### src/rtl/instr_encoder.sv
// rtl/instr_encoder.sv - RV32 instruction encoder feeding a 2-entry write FIFO toward instruction memory.
// Optional macro INSTR_ENC_RANGE_CHECK_EN: drop illegal requests and raise sticky err.
module instr_encoder #(
    parameter int          ADDR_WIDTH = 8,
    parameter int unsigned BASE_ADDR  = 0
) (
    input  logic                  clk,
    input  logic                  rst_n,
    input  logic                  clear,
    input  logic                  in_valid,
    output logic                  in_ready,
    input  logic [2:0]            in_kind,
    input  logic [4:0]            rd,
    input  logic [4:0]            rs1,
    input  logic [4:0]            rs2,
    input  logic [12:0]           imm,
    output logic                  out_valid,
    input  logic                  out_ready,
    output logic [ADDR_WIDTH-1:0] out_addr,
    output logic [31:0]           out_data,
    output logic [15:0]           count,
    output logic                  err
);

    localparam logic [ADDR_WIDTH-1:0] LP_BASE = ADDR_WIDTH'(BASE_ADDR);
    localparam logic [2:0] K_LW = 3'd0, K_SW = 3'd1, K_ADD = 3'd2, K_BNE = 3'd3, K_ADDI = 3'd4;

    typedef enum logic [1:0] {S_EMPTY, S_ONE, S_FULL} occ_t;

    occ_t                  r_state;
    occ_t                  w_state_nxt;
    logic                  r_run;
    logic [31:0]           r_mem [2];
    logic                  r_wr_ptr;
    logic                  r_rd_ptr;
    logic [ADDR_WIDTH-1:0] r_addr;
    logic [15:0]           r_count;
    logic [31:0]           w_word;
    logic                  w_legal;
    logic                  w_accept;
    logic                  w_push;
    logic                  w_pop;
    logic                  w_unused;

    // imm[0] only matters for the BNE alignment check.
    assign w_unused = imm[0];

    always_comb begin
        w_word  = 32'h0000_0013;
        w_legal = 1'b1;
        case (in_kind)
            K_LW:   w_word = {imm[11:0], rs1, 3'b010, rd, 7'b0000011};
            K_SW:   w_word = {imm[11:5], rs2, rs1, 3'b010, imm[4:0], 7'b0100011};
            K_ADD:  w_word = {7'b0000000, rs2, rs1, 3'b000, rd, 7'b0110011};
            K_BNE: begin
                w_word = {imm[12], imm[10:5], rs2, rs1, 3'b001, imm[4:1], imm[11], 7'b1100011};
`ifdef INSTR_ENC_RANGE_CHECK_EN
                if (imm[0]) begin
                    w_legal = 1'b0;
                end
`endif
            end
            K_ADDI: w_word = {imm[11:0], rs1, 3'b000, rd, 7'b0010011};
            default: begin
`ifdef INSTR_ENC_RANGE_CHECK_EN
                w_legal = 1'b0;
`endif
            end
        endcase
    end

    assign in_ready  = r_run && (r_state != S_FULL) && !clear;
    assign out_valid = (r_state != S_EMPTY);
    assign out_data  = r_mem[r_rd_ptr];
    assign out_addr  = r_addr;
    assign count     = r_count;
    assign w_accept  = in_valid && in_ready;
    assign w_push    = w_accept && w_legal;
    assign w_pop     = out_valid && out_ready && !clear;

    always_comb begin
        w_state_nxt = r_state;
        if (clear) begin
            w_state_nxt = S_EMPTY;
        end else begin
            case (r_state)
                S_EMPTY: if (w_push) w_state_nxt = S_ONE;
                S_ONE: begin
                    if (w_push && !w_pop)      w_state_nxt = S_FULL;
                    else if (!w_push && w_pop) w_state_nxt = S_EMPTY;
                end
                S_FULL:  if (w_pop) w_state_nxt = S_ONE;
                default: w_state_nxt = S_EMPTY;
            endcase
        end
    end

    always_ff @(posedge clk or negedge rst_n) begin
        if (!rst_n) begin
            r_state  <= S_EMPTY;
            r_run    <= 1'b0;
            r_wr_ptr <= 1'b0;
            r_rd_ptr <= 1'b0;
            r_addr   <= LP_BASE;
            r_count  <= 16'h0000;
            for (int i = 0; i < 2; i++) begin
                r_mem[i] <= 32'h0000_0000;
            end
        end else begin
            r_state <= w_state_nxt;
            r_run   <= 1'b1;
            if (clear) begin
                r_wr_ptr <= 1'b0;
                r_rd_ptr <= 1'b0;
                r_addr   <= LP_BASE;
                r_count  <= 16'h0000;
            end else begin
                if (w_push) begin
                    r_mem[r_wr_ptr] <= w_word;
                    r_wr_ptr        <= ~r_wr_ptr;
                end
                if (w_pop) begin
                    r_rd_ptr <= ~r_rd_ptr;
                    r_addr   <= r_addr + 1'b1;
                    if (r_count != 16'hFFFF) begin
                        r_count <= r_count + 16'h0001;
                    end
                end
            end
        end
    end

`ifdef INSTR_ENC_RANGE_CHECK_EN
    logic r_err;

    // Sticky until reset; clear deliberately leaves it alone.
    always_ff @(posedge clk or negedge rst_n) begin
        if (!rst_n) begin
            r_err <= 1'b0;
        end else if (w_accept && !w_legal) begin
            r_err <= 1'b1;
        end
    end

    assign err = r_err;
`else
    assign err = 1'b0;
`endif

endmodule

### config.mk
export PLATFORM = sky130hd
export DESIGN_NAME = instr_encoder
export DESIGN_NICKNAME = d
export VERILOG_FILES = /design/src/rtl/instr_encoder.sv
export SDC_FILE = /design/constraint.sdc
export NUM_CORES = 1
export LEC_CHECK = 0
export BUFFER_PORTS_ARGS = -buffer_cell sky130_fd_sc_hd__buf_2
export CAP_MARGIN = 15
export CORE_MARGIN = 2
export CORE_UTILIZATION = 54
export CTS_CLUSTER_SIZE = 14
export DETAILED_ROUTE_END_ITERATION = 10
export PLACE_DENSITY = 0.76
export SYNTH_ARGS = -nofsm -noshare
export SYNTH_HDL_FRONTEND = slang
export SYNTH_SLANG_ARGS = --single-unit
### constraint.sdc
create_clock -name clk -period 2.1 [get_ports clk]
set_clock_uncertainty 0.1 [all_clocks]
set_input_delay 0.21 -clock clk [delete_from_list [all_inputs] [get_ports clk]]
set_output_delay 0.21 -clock clk [all_outputs]
set_load 0.03 [all_outputs]
======== Word-level counts from Yosys, hierarchy flattened ========
Index checks and enable logic that the tools add are counted.
W data, S select, Z words.
storage, ports and cells
  flip-flop bits (word level) ............. 93
  bits of input ports ..................... 36
  output and inout port bits .............. 59
  word-level logic and storage cells ...... 71
operators by class
  add/subtract/negate cells ............... 2
  magnitude comparators ................... 3
  eq/ne operators ......................... 11
  muxes and demuxes ....................... 22
  bitwise operators ....................... 5
  reduce and logical (&&, ||, !) cells .... 20
operators with widths
  kind                     number
  $pmux W32 S5             1
  $mux W32                 4
  $bwmux W64               1
  $mux W16                 3
  $demux W32 S1            1
  $add A16 B1 Y16 const B  1
  $mux W8                  2
  $ne A16 B16 Y1 const B   1
  $mux W2                  5
  $add A8 B1 Y8 const B    1
  $logic_and A1 B1 Y1      8
  $reduce_bool A2 Y1       4
  $eq A3 B2 Y1 const B     2
  $ne A3 B3 Y1 const B     2
  $pmux W2 S3              1
  $ge A2 B2 Y1 const B     2
  $mux W1                  4
  $ne A4 B4 Y1 const B     1
  $not A1 Y2               2
  $reduce_and A2 Y1        2
  $eq A3 B1 Y1 const B     1
  $eq A3 B3 Y1 const B     1
  $logic_not A1 Y1         3
  $logic_not A3 Y1         1
  7 further kinds          9

======== Logic depth before layout (Yosys ltp) ========
  depth after elaboration ................. 10
  mapped depth ............................ 6
  depth with buffers taken out ............ 5

======== Least setup slack after synthesis ========
OpenSTA, ideal clock, no wires.
  kind .................................... register to register
  start point ............................. reg r_count[0] (netlist: count[0])
  end point ............................... reg r_count[7] (netlist: count[7])
  setup time .............................. 128 ps
  arrival time ............................ 1765 ps
  required time ........................... 1872 ps
  path slack .............................. 108 ps
  cell stages (with the launch flop) ...... 6
  buffers on the path ..................... 1
  clock period less this slack ............ 1992 ps
  path through ............................ dfrtp_1 > ha_1 > and4_1 > buf_4 > a2111oi_4 > mux2_1
between the ends
  word-level cells in the longest chain between the ends .. 4
  elaborated cells between the ends (all ways) .. 7
  those cells by class .................... add/sub (1); eq/ne (1); mux (3); reduce/logical (2)
RTL lines
  what                    RTL line  RTL
  from (decl)             37        logic [15:0] r_count;
  from (signal assigned)  126       r_count <= r_count + 16'h0001;
  $add A16 B1 Y16         126
  $mux W16                125       if (r_count != 16'hFFFF) begin
  $mux W16                122       if (w_pop) begin
  $mux W16                112       if (clear) begin
Parallel ways exist; a longest one is shown, timed or not. The select of a mux whose other input is x is not followed.
A chain may end at the register's enable or synchronous reset.

======== Worst setup path after layout ========
Ends and elaborated chain as after synthesis.

==> impl_metrics.json <==
{
  "area_growth_pct": 18.2,
  "setup_viol": 0,
  "yosysUniqueCellTypes": 51,
  "synth_compound_area_share_pct": 14.8,
  "root_buffer": "clkbuf_8",
  "vias_per_cell": 5.44,
  "final_cell_area_um2": 4980,
  "antenna_found_initial": 0,
  "drive_gt1_share_pct": 30.6,
  "drt-initial-drc-count": 168,
  "pre_cts_ws_ns": 0.166,
  "cap_violations": 0,
  "fin_crit_ns": 1.95,
  "path_class": "flop to flop",
  "place_congestion": 0.870,
  "arrival_ns": 2.08,
  "grt_overflow_total": 0,
  "post_cts_buffers": 0,
  "timing.fmax_mhz": 514,
  "tns_ns": 0,
  "cts_sinks": 83,
  "portBuffers": 90,
  "cts_max_path_buffers": 2,
  "busiest_layer": "met2",
  "grt_pass1_vias": 3268,
  "start_util_pct": 55.1,
  "die_w_um": 92.3,
  "rows": 32,
  "layout_commonest_cell": "buf_2",
  "synthFlopType": "dfrtp_1",
  "final-hold-violation-count": 0,
  "synthXorXnorAreaFrac_pct": 1.46,
  "ctsResizeCount": 0,
  "rsz0062_at_grt": "false",
  "htreeDepth": 3,
  "num_antenna_cells": 0,
  "numCtsBuffers": 9,
  "track_usage_pct": 22.5,
  "synth_edf_count": 0,
  "die_h_um": 92.3,
  "switching_power_mw": 1.19,
  "p_sw_share_pct": 30.1,
  "crit_required_ns": 2.24,
  "dpl_cell_area_um2": 4760,
  "dp_hpwl_um": 6340,
  "final_cells": 622,
  "ir_worst_vdd_mv": 0.612,
  "worst_hold_slack_ns": 0.0130,
  "totalWireLength_um": 8960,
  "netlist_instances": 429,
  "seqPwrFrac_pct": 48.0,
  "ios": 95,
  "met2_usage_pct": 35.5,
  "ys_warn_count": 0,
  "min_path_type": "input pin to flop",
  "pwr_density_cell_nw_per_um2": 796,
  "coreArea_um2": 7650,
  "clk_latency_ns": 0.35,
  "synth_top_family_by_area": "simple AND/OR/NAND/NOR gates",
  "grt_pass1_wl_um": 15400,
  "grt_start_max_net_pins": 60,
  "synth_seq_cells": 83,
  "num-nets-final": 553,
  "leakage_nw": 2.33,
  "fin_util_pct": 65.1,
  "p_int_mw": 2.77,
  "grt_use_met3_pct": 4.39,
  "pwr-share-clk_pct": 31.1,
  "slew_headroom_pct": 59.8,
  "fin_crit_sh_pct": 92.6,
  "ant_nets": 0,
  "gr-usage-met1_pct": 31.1,
  "synth_mux_area_share_pct": 9.56,
  "synthAdderAreaFrac_pct": 0.594,
  "synthSimpleGateAreaFrac_pct": 19.9,
  "p_total_mw": 3.96,
  "status": "finished clean",
  "mostFrequentLayoutCells": "buf_2, dfrtp_1, nand2_1, o21ai_0, mux2_2",
  "holdBufCountCts": 1,
  "comb_power_share_pct": 20.9,
  "path_max_fanout": 8,
  "async_flop_share_pct": 100,
  "dieArea_um2": 8520,
  "cp-end-kind": "flop",
  "worstMarginPinSlew_ns": 0.596,
  "vias": 3386,
  "worstSetupStartpointType": "flop",
  "tritoncts": "yes",
  "first_pass_iters": 4,
  "post_drt_wl_per_cell_um": 14.4,
  "drv_slew": 0,
  "cts.clk_slew.worst_paths_ns": 0.08,
  "avgSynthCellArea_um2": 9.82,
  "seq_area_frac_synth_pct": 49.3,
  "worst_slack_ns": 0.155,
  "dp.cells": 605,
  "drc_errors": 0,
  "syn_area_um2": 4210
}
[routing by layer]
layer / wire, µm / share of wire (%)
met4: 128 / 1.4
met1: 4180 / 47
met5: 0 / 0
met2: 4180 / 47
met3: 470 / 5.2
[synth_stat cells (all sizes together), types with 6 or more instances]
master,n,area (µm²)
nand4,6,52.6
nand2,78,293
inv,6,22.5
clkbuf,16,60.1
o21ai,51,255
buf,13,95.1
nand3,8,40.0
mux2,34,383
nor2b,9,56.3
a21oi,18,90.1
nor2,22,87.6
dfrtp,83,2080
or4,6,45.0
o31ai,10,75.1
[area by class of cell]
cell class | count | area (µm²)
clock buffers | 11 | 131
flip-flops and latches | 83 | 2080
clock inverters | 5 | 77.6
inverters | 6 | 22.5
repair buffers | 101 | 576
fillers | 640 | 2670
well taps | 102 | 128
multi-input cells | 314 | 1970
[critical path: stages, from the launching register on]
cell       delay, ns
dfrtp_1         0.44
ha_1            0.32
and4_1          0.30
a2111oi_4       0.33
mux2_1          0.35
[power groups by stage]
stage               sequential (mW)  combinational, mW  clock, mW
floorplan                      1.91              0.599          0
global placement               1.92              0.816          0
detailed placement             1.94              0.835          0
CTS                            1.90              0.839       1.25
global route                   1.93              0.913       1.32
finish                         1.90              0.828       1.23
[final timing paths]
| check | from | end | slack (ns) | depth (start not counted) |
|---|---|---|---|---|
| hold / removal | rs1[4] | r_mem[51] | 0.01 | 3 |
| setup reg to reg | count[0] | count[7] | 0.15 | 4 |
| setup / recovery | count[0] | count[7] | 0.15 | 4 |
| hold reg to reg | r_mem[33] | r_mem[33] | 0.37 | 1 |
| max in group asynchronous | rst_n | r_mem[57] | 1.09 | 3 |
| min in group asynchronous | rst_n | out_addr[7] | 0.20 | 2 |
[cell families after synthesis]
group                      count (synthesis)
other                                      2
adders and majority gates                  2
and+or+nand+nor                          164
DFF                                       83
xor gates and xnor gates                   7
buffers and inverters                     35
muxes                                     36
AOI/OAI and AO/OA                        100
[state kept, by name, indices dropped and copies added, names as in the netlist]
register,flops
r_rd_ptr,1
r_wr_ptr,1
r_mem,54
out_addr,8
r_run,1
r_state,2
count,16
Note: power is estimated with default switching activity, not from simulation.
